==> src/rtl/trap_controller_pkg.sv <==
`default_nettype none
// ==========================================================================
// trap_controller_pkg : shared types and cause constants for trap sequencing
// Revision : 1.0
// ==========================================================================
package trap_controller_pkg;

   typedef enum logic [1:0] {
      ST_IDLE   = 2'd0,
      ST_DRAIN  = 2'd1,
      ST_FIRE   = 2'd2,
      ST_SETTLE = 2'd3
   } trap_state_t;

   typedef enum logic {
      KIND_TRAP = 1'b0,
      KIND_MRET = 1'b1
   } trap_kind_t;

   localparam logic [1:0] PRIV_U = 2'd0;
   localparam logic [1:0] PRIV_M = 2'd3;

   localparam logic [3:0] EXC_INST_MISALIGN  = 4'd0;
   localparam logic [3:0] EXC_INST_FAULT     = 4'd1;
   localparam logic [3:0] EXC_ILLEGAL_INST   = 4'd2;
   localparam logic [3:0] EXC_BREAKPOINT     = 4'd3;
   localparam logic [3:0] EXC_LOAD_MISALIGN  = 4'd4;
   localparam logic [3:0] EXC_LOAD_FAULT     = 4'd5;
   localparam logic [3:0] EXC_STORE_MISALIGN = 4'd6;
   localparam logic [3:0] EXC_STORE_FAULT    = 4'd7;
   localparam logic [3:0] EXC_ECALL_U        = 4'd8;
   localparam logic [3:0] EXC_ECALL_S        = 4'd9;
   localparam logic [3:0] EXC_ECALL_M        = 4'd11;

   localparam logic [31:0] IRQ_MTI_CAUSE = 32'h8000_0007;

   // The pipeline reports every ecall as code 11; the privilege decides the real cause.
   function automatic logic [31:0] exc_cause(input logic [3:0] code, input logic [1:0] priv);
      if (code == EXC_ECALL_M && priv == PRIV_U)
         return {28'b0, EXC_ECALL_U};
      return {28'b0, code};
   endfunction

endpackage
`default_nettype wire

==> src/rtl/trap_controller_priority_enc.sv <==
`default_nettype none
// ==========================================================================
// trap_priority_enc : combinational event selection and trap record build
// Revision : 1.0
// ==========================================================================
module trap_priority_enc
   import trap_controller_pkg::*;
#(
   parameter int XLEN = 32
) (
   input  logic            in_idle,
   input  logic            in_drain,
   input  logic            irq,
   input  logic            mem_busy,
   input  logic            commit_valid,
   input  logic [XLEN-1:0] commit_pc,
   input  logic [XLEN-1:0] fetch_pc,
   input  logic            exc_valid,
   input  logic [3:0]      exc_code,
   input  logic [XLEN-1:0] exc_tval,
   input  logic            mret_valid,
   input  logic [1:0]      priv_mode,
   output logic            accept,
   output logic            drain_req,
   output trap_kind_t      kind,
   output logic [31:0]     cause,
   output logic [XLEN-1:0] pc,
   output logic [31:0]     tval
);

   logic sync_evt;

   always_comb begin
      kind  = KIND_TRAP;
      cause = 32'd0;
      pc    = commit_pc;
      tval  = 32'd0;
      if (irq) begin
         cause = IRQ_MTI_CAUSE;
         pc    = commit_valid ? commit_pc : fetch_pc;
      end else if (exc_valid) begin
         cause = exc_cause(exc_code, priv_mode);
         tval  = 32'(exc_tval);
      end else if (mret_valid && priv_mode == PRIV_U) begin
         cause = {28'b0, EXC_ILLEGAL_INST};
      end else if (mret_valid) begin
         kind = KIND_MRET;
      end
   end

   assign sync_evt = exc_valid | mret_valid;

   // Interrupts wait out an in-flight bus access; synchronous events never do.
   assign accept    = (in_idle  & (irq ? ~mem_busy : sync_evt))
                    | (in_drain & irq & ~mem_busy);
   assign drain_req = in_idle & irq & mem_busy;

endmodule
`default_nettype wire

==> src/rtl/trap_controller.sv <==
`default_nettype none
// ==========================================================================
// trap_controller : sequences machine-mode trap entry, mret and timer irq
// Revision : 1.0
// ==========================================================================
module trap_controller
   import trap_controller_pkg::*;
#(
   parameter int XLEN          = 32,
   parameter int SETTLE_CYCLES = 1
) (
   input  logic            clk,
   input  logic            rst,
   input  logic            commit_valid,
   input  logic [XLEN-1:0] commit_pc,
   input  logic [XLEN-1:0] fetch_pc,
   input  logic            exc_valid,
   input  logic [3:0]      exc_code,
   input  logic [XLEN-1:0] exc_tval,
   input  logic            mret_valid,
   input  logic            mem_busy,
   input  logic            mtip,
   input  logic            mstatus_mie,
   input  logic            mie_mtie,
   input  logic [1:0]      priv_mode,
   input  logic [XLEN-1:0] mtvec_in,
   input  logic [XLEN-1:0] mepc_in,
   output logic            commit_kill,
   output logic            stall_req,
   output logic            flush,
   output logic            redirect_valid,
   output logic [XLEN-1:0] redirect_pc,
   output logic            trap_enter,
   output logic [31:0]     trap_cause,
   output logic [XLEN-1:0] trap_pc,
   output logic [31:0]     trap_val,
   output logic            mret_exec
);

   trap_state_t     state_q, state_d;
   logic [1:0]      settle_cnt_q, settle_cnt_d;
   logic            stall_q, stall_d;
   logic            flush_q, flush_d;
   logic            redirect_valid_q, redirect_valid_d;
   logic [XLEN-1:0] redirect_pc_q, redirect_pc_d;
   logic            trap_enter_q, trap_enter_d;
   logic            mret_exec_q, mret_exec_d;
   logic [31:0]     trap_cause_q, trap_cause_d;
   logic [XLEN-1:0] trap_pc_q, trap_pc_d;
   logic [31:0]     trap_val_q, trap_val_d;

   logic            irq, accept, drain_req;
   trap_kind_t      enc_kind;
   logic [31:0]     enc_cause, enc_tval;
   logic [XLEN-1:0] enc_pc;

   assign irq = mtip & mie_mtie & ((priv_mode == PRIV_U) | mstatus_mie);

   trap_priority_enc #(.XLEN(XLEN)) u_enc (
      .in_idle      (state_q == ST_IDLE),
      .in_drain     (state_q == ST_DRAIN),
      .irq          (irq),
      .mem_busy     (mem_busy),
      .commit_valid (commit_valid),
      .commit_pc    (commit_pc),
      .fetch_pc     (fetch_pc),
      .exc_valid    (exc_valid),
      .exc_code     (exc_code),
      .exc_tval     (exc_tval),
      .mret_valid   (mret_valid),
      .priv_mode    (priv_mode),
      .accept       (accept),
      .drain_req    (drain_req),
      .kind         (enc_kind),
      .cause        (enc_cause),
      .pc           (enc_pc),
      .tval         (enc_tval)
   );

   always_comb begin
      state_d          = state_q;
      settle_cnt_d     = settle_cnt_q;
      flush_d          = 1'b0;
      redirect_valid_d = 1'b0;
      trap_enter_d     = 1'b0;
      mret_exec_d      = 1'b0;
      redirect_pc_d    = redirect_pc_q;
      trap_cause_d     = trap_cause_q;
      trap_pc_d        = trap_pc_q;
      trap_val_d       = trap_val_q;

      case (state_q)
         ST_IDLE: begin
            if (accept)         state_d = ST_FIRE;
            else if (drain_req) state_d = ST_DRAIN;
         end
         ST_DRAIN: begin
            if (accept)         state_d = ST_FIRE;
            else if (!irq)      state_d = ST_IDLE;
         end
         ST_FIRE: begin
            state_d      = ST_SETTLE;
            settle_cnt_d = 2'(SETTLE_CYCLES - 1);
         end
         default: begin
            if (settle_cnt_q == 2'd0) state_d = ST_IDLE;
            else                      settle_cnt_d = settle_cnt_q - 2'd1;
         end
      endcase

      // FIRE strobes and the trap record are captured at accept so they are stable in FIRE.
      if (accept) begin
         flush_d          = 1'b1;
         redirect_valid_d = 1'b1;
         if (enc_kind == KIND_TRAP) begin
            trap_enter_d  = 1'b1;
            redirect_pc_d = mtvec_in;
            trap_cause_d  = enc_cause;
            trap_pc_d     = enc_pc;
            trap_val_d    = enc_tval;
         end else begin
            mret_exec_d   = 1'b1;
            redirect_pc_d = mepc_in;
         end
      end

      stall_d = (state_d != ST_IDLE);
   end

   always_ff @(posedge clk or posedge rst) begin
      if (rst) begin
         state_q          <= ST_IDLE;
         settle_cnt_q     <= 2'd0;
         stall_q          <= 1'b0;
         flush_q          <= 1'b0;
         redirect_valid_q <= 1'b0;
         redirect_pc_q    <= '0;
         trap_enter_q     <= 1'b0;
         mret_exec_q      <= 1'b0;
         trap_cause_q     <= 32'd0;
         trap_pc_q        <= '0;
         trap_val_q       <= 32'd0;
      end else begin
         state_q          <= state_d;
         settle_cnt_q     <= settle_cnt_d;
         stall_q          <= stall_d;
         flush_q          <= flush_d;
         redirect_valid_q <= redirect_valid_d;
         redirect_pc_q    <= redirect_pc_d;
         trap_enter_q     <= trap_enter_d;
         mret_exec_q      <= mret_exec_d;
         trap_cause_q     <= trap_cause_d;
         trap_pc_q        <= trap_pc_d;
         trap_val_q       <= trap_val_d;
      end
   end

   assign commit_kill    = accept & commit_valid;
   assign stall_req      = stall_q | accept | drain_req;
   assign flush          = flush_q;
   assign redirect_valid = redirect_valid_q;
   assign redirect_pc    = redirect_pc_q;
   assign trap_enter     = trap_enter_q;
   assign mret_exec      = mret_exec_q;
   assign trap_cause     = trap_cause_q;
   assign trap_pc        = trap_pc_q;
   assign trap_val       = trap_val_q;

endmodule
`default_nettype wire

==> config.mk <==
export PLATFORM = sky130hd
export DESIGN_NAME = trap_controller
export DESIGN_NICKNAME = d
export VERILOG_FILES = /design/src/rtl/trap_controller_pkg.sv /design/src/rtl/trap_controller_priority_enc.sv /design/src/rtl/trap_controller.sv
export SDC_FILE = /design/constraint.sdc
export NUM_CORES = 1
export LEC_CHECK = 0
export CORE_MARGIN = 2
export CORE_UTILIZATION = 34
export DETAILED_ROUTE_END_ITERATION = 10
export PLACE_DENSITY = 0.76
export SETUP_SLACK_MARGIN = 0.15
export SYNTH_ARGS = -nofsm -noshare
export SYNTH_HDL_FRONTEND = slang
export SYNTH_SLANG_ARGS = --single-unit
export TNS_END_PERCENT = 30
==> constraint.sdc <==
create_clock -name clk -period 4.15 [get_ports clk]
set_input_delay 1.0375 -clock clk [delete_from_list [all_inputs] [get_ports clk]]
set_output_delay 1.0375 -clock clk [all_outputs]
set_load 0.005 [all_outputs]
==> flow_summary.yaml <==
run_status:
  status: "finished clean"
global_routing:
  grtUsageMet2: 0.3379
  antenna_found_initial: 0
  met1_usage: 0.2247
  grt_pass1_vias: 4709
  grt_pass1_wl_mm: 24.28
  met3_usage: 0.04493
  grt_use_total: 0.1918
  top_usage_layer: "met2"
  grt_max_degree: 60
  overflow: 0
setup_path:
  slowest_delay_ps: 550
  path_common_cell: "clkdlybuf4s50_1"
  setup.worst_path.end_class: "output pin"
  reg2reg_to: "trap_pc[1]"
  start_kind: "input pin"
  r2r_start: "state_q[1]"
  critPathRequiredTime_ps: 3110
  reg2reg_depth: 6
  worstSetupPathType: "in2out"
  path_cells: "clkdlybuf4s50_1 > o21bai_2 > nand3_2 > a21oi_1 > o31a_1 > clkdlybuf4s50_1"
  cpMaxStageDelayCell: "clkdlybuf4s50_1"
  rrSetupSlack_ps: 2000
  path_max_fanout: 8
  critical_path_arrival_ps: 2870
detailed_routing:
  wl_per_cell_um: 16.92
  drc_errors: 0
  drt_pass1_iterations: 4
  via_per_inst: 5.021
  drt.antenna.violating_nets: 0
  vias: 4579
  wirelength_mm: 15.43
  drt_iter0_drc: 242
timing:
  slew_viol_final: 0
  rsz0062_at_grt: "no"
  tns_ps: 0
  relSlewSlack: 0.5170
  fin_skew_ps: 7.769
  worst_pin_slew_ps: 724.4
  hold_viol_final: 0
  fin_crit_ps: 3909
  fin_crit_sh: 0.9420
  setup_viol: 0
  fmax_ghz: 0.2558
die:
  num_rows: 44
  io_pins: 309
  die_area_um2: 15720
  core_um2: 14480
  die_h_um: 125.4
  die_width_um: 125.4
  start_util: 0.3460
worst_hold_path:
  min_to: "settle_cnt_q[1]"
  hp-start: "settle_cnt_q[1]"
  holdPathStages: 2
  min_path_type: "reg2reg"
finish:
  stdcell_area_um2: 8174
  drive_gt1_frac: 0.04945
  diodes: 0
  finalNetCount: 899
  n_fill_cell: 1239
  syn_to_final_growth_pct: 63.16
pwr:
  p_total_mw: 4.975
  leakage_nw: 3.459
  seq_power_share: 0.377
  clkPwrFrac: 0.153
  netSwitchingFraction: 0.3090
  p_int_mw: 3.437
  net-switching-power_mw: 1.537
  ir_drop_mv: 0.2666
  power.density_nw_per_um2: 608.6
  pwr-share-comb: 0.470
placement:
  io_buffers: 281
  placed_area_um2: 7909
  dp_hpwl_mm: 11.74
  place.gp.congestion: 0.8192
job:
  max-cap-violations: 0
clocking:
  cts_tree: "done"
  numClockSinks: 109
  cts_root_buf: "clkbuf_16"
  holdBufCountCts: 0
  cts-resized-gates: 0
  cts-htree-levels: 3
  cts_buffers: 9
  post-cts-setup-buffers: 0
  clockBufferDepth: 2
  path_clk_slew_ps: 70
  clk_latency_ps: 340
synth:
  ys.warnings.count: 0
  ys_ff_latch: 109
  syn_area_um2: 5010
  synthCells: 454
  yosysSeqAreaShare: 0.5445
  yosysUniqueCellTypes: 40
  syn_avg_cell_area_um2: 11.03
[state kept, by name, summed over array words and instances (netlist names)]
signal	count
mret_exec	1
redirect_pc	32
redirect_valid	1
settle_cnt_q	2
stall_q	1
state_q	2
trap_cause	5
trap_enter	1
trap_pc	32
trap_val	32
[layout make-up]
type                       count  area (µm²)  share of cell area
clock buffer                  12       236.5             0.02893
clock inverter                 4       25.02            0.003061
inverter                      40       152.6             0.01867
multi-input combinational    271        1894              0.2317
sequential                   109        2728              0.3337
tap                          184       230.2             0.02816
timing repair buffer         292        2908              0.3557
[layer usage]
metal | part of all wire | vias up
met5 | 0 | -
met2 | 0.52 | 199
met4 | 0.031 | 0
met1 | 0.39 | 2223
met3 | 0.063 | 33
li1 | - | 2124
[cells by family after synthesis]
family,after synthesis,share of synthesized area
buf+inv,100,0.1001
fa+ha+maj,1,0.002497
mux,32,0.06394
compound gates,121,0.2033
flops,109,0.5445
other cells,1,0.0007485
simple gates,90,0.08492
[placed cells by master, fill, tap and decap left out, types with 2 or more instances in the layout]
| master | count |
|---|---|
| dfrtp_1 | 109 |
| inv_1 | 38 |
| clkbuf_16 | 9 |
| nand2_1 | 9 |
| clkdlybuf4s50_1 | 281 |
| a22oi_1 | 32 |
| a31oi_1 | 2 |
| clkinv_2 | 2 |
| a21oi_1 | 5 |
| conb_1 | 27 |
| o21ai_0 | 4 |
| mux2i_1 | 32 |
| nor3_1 | 32 |
| a22o_1 | 33 |
| a221o_1 | 32 |
| clkbuf_1 | 3 |
| clkinvlp_4 | 2 |
| buf_4 | 10 |
| nor2_1 | 39 |
[cell usage after synthesis]
master,instances,share of area
a221o_1,32,0.064
o211ai_1,1,0.0015
nand2b_1,1,0.0012
a41oi_1,1,0.0017
inv_2,1,0.00075
buf_2,17,0.017
o21bai_1,1,0.0015
inv_1,39,0.029
o21a_1,1,0.0015
nand3_1,1,0.0010
a311o_1,1,0.0020
dfrtp_1,109,0.54
o22a_1,1,0.0017
a21o_1,1,0.0015
conb_1,1,0.00075
nand2_1,9,0.0067
o31a_1,1,0.0017
or3_1,1,0.0012
nand3_2,1,0.0020
nor3_2,1,0.0020
or2_2,1,0.0012
o21ai_1,1,0.0010
nor2_1,40,0.030
a21oi_1,5,0.0050
clkbuf_1,15,0.011
mux2i_1,32,0.064
ha_1,1,0.0025
buf_4,28,0.042
o21ai_0,4,0.0040
a22oi_1,32,0.048
nor4b_1,1,0.0017
a31oi_1,2,0.0025
nor4_4,1,0.0042
a2bb2oi_1,1,0.0017
o21ba_2,1,0.0020
a31oi_2,1,0.0025
a22o_1,33,0.058
nor3b_1,1,0.0015
a21oi_2,1,0.0017
nor3_1,32,0.032
[power by group through the flow]
stage	Clock, mW	Combinational, mW	Sequential [mW]
6_report	0.762	2.34	1.88
5_1_grt	0.845	2.51	1.94
4_1_cts	0.796	2.36	1.88
3_5_place_dp	0	2.35	1.89
3_3_place_gp	0	2.29	1.87
2_1_floorplan	0	0.909	1.89
[per-stage QoR]
| step | utilization | hold WS (ps) | std cells | setup WS [ps] |
|---|---|---|---|---|
| after detailed placement | 0.5462 | 472.4 | 896 | 250.4 |
| after CTS | 0.5643 | 487.7 | 912 | 238.4 |
| final | 0.5646 | 483.5 | 912 | 240.6 |
| after global placement | 0.5462 | 461.5 | 896 | 308.3 |
| after global routing | 0.5646 | 507.7 | 912 | 150.8 |
| after floorplan | - | 448.5 | 480 | 238.6 |
[how the worst max path moves through the flow]
stage | start | to | slack [ps] | depth (start not counted)
6_report | priv_mode[1] | stall_req | 240 | 6
5_1_grt | priv_mode[1] | stall_req | 150 | 6
4_1_cts | priv_mode[1] | stall_req | 240 | 6
3_5_place_dp | priv_mode[1] | stall_req | 250 | 6
3_3_place_gp | priv_mode[1] | stall_req | 310 | 6
2_1_floorplan | rst | mret_exec | 240 | 1
[worst max-delay path: cells and delay by family]
kind            cells  cell delay (ps)
buf+inv             2             1060
simple gates        1              210
compound gates      3              560
No activity file was read; power rests on OpenSTA's default activity.
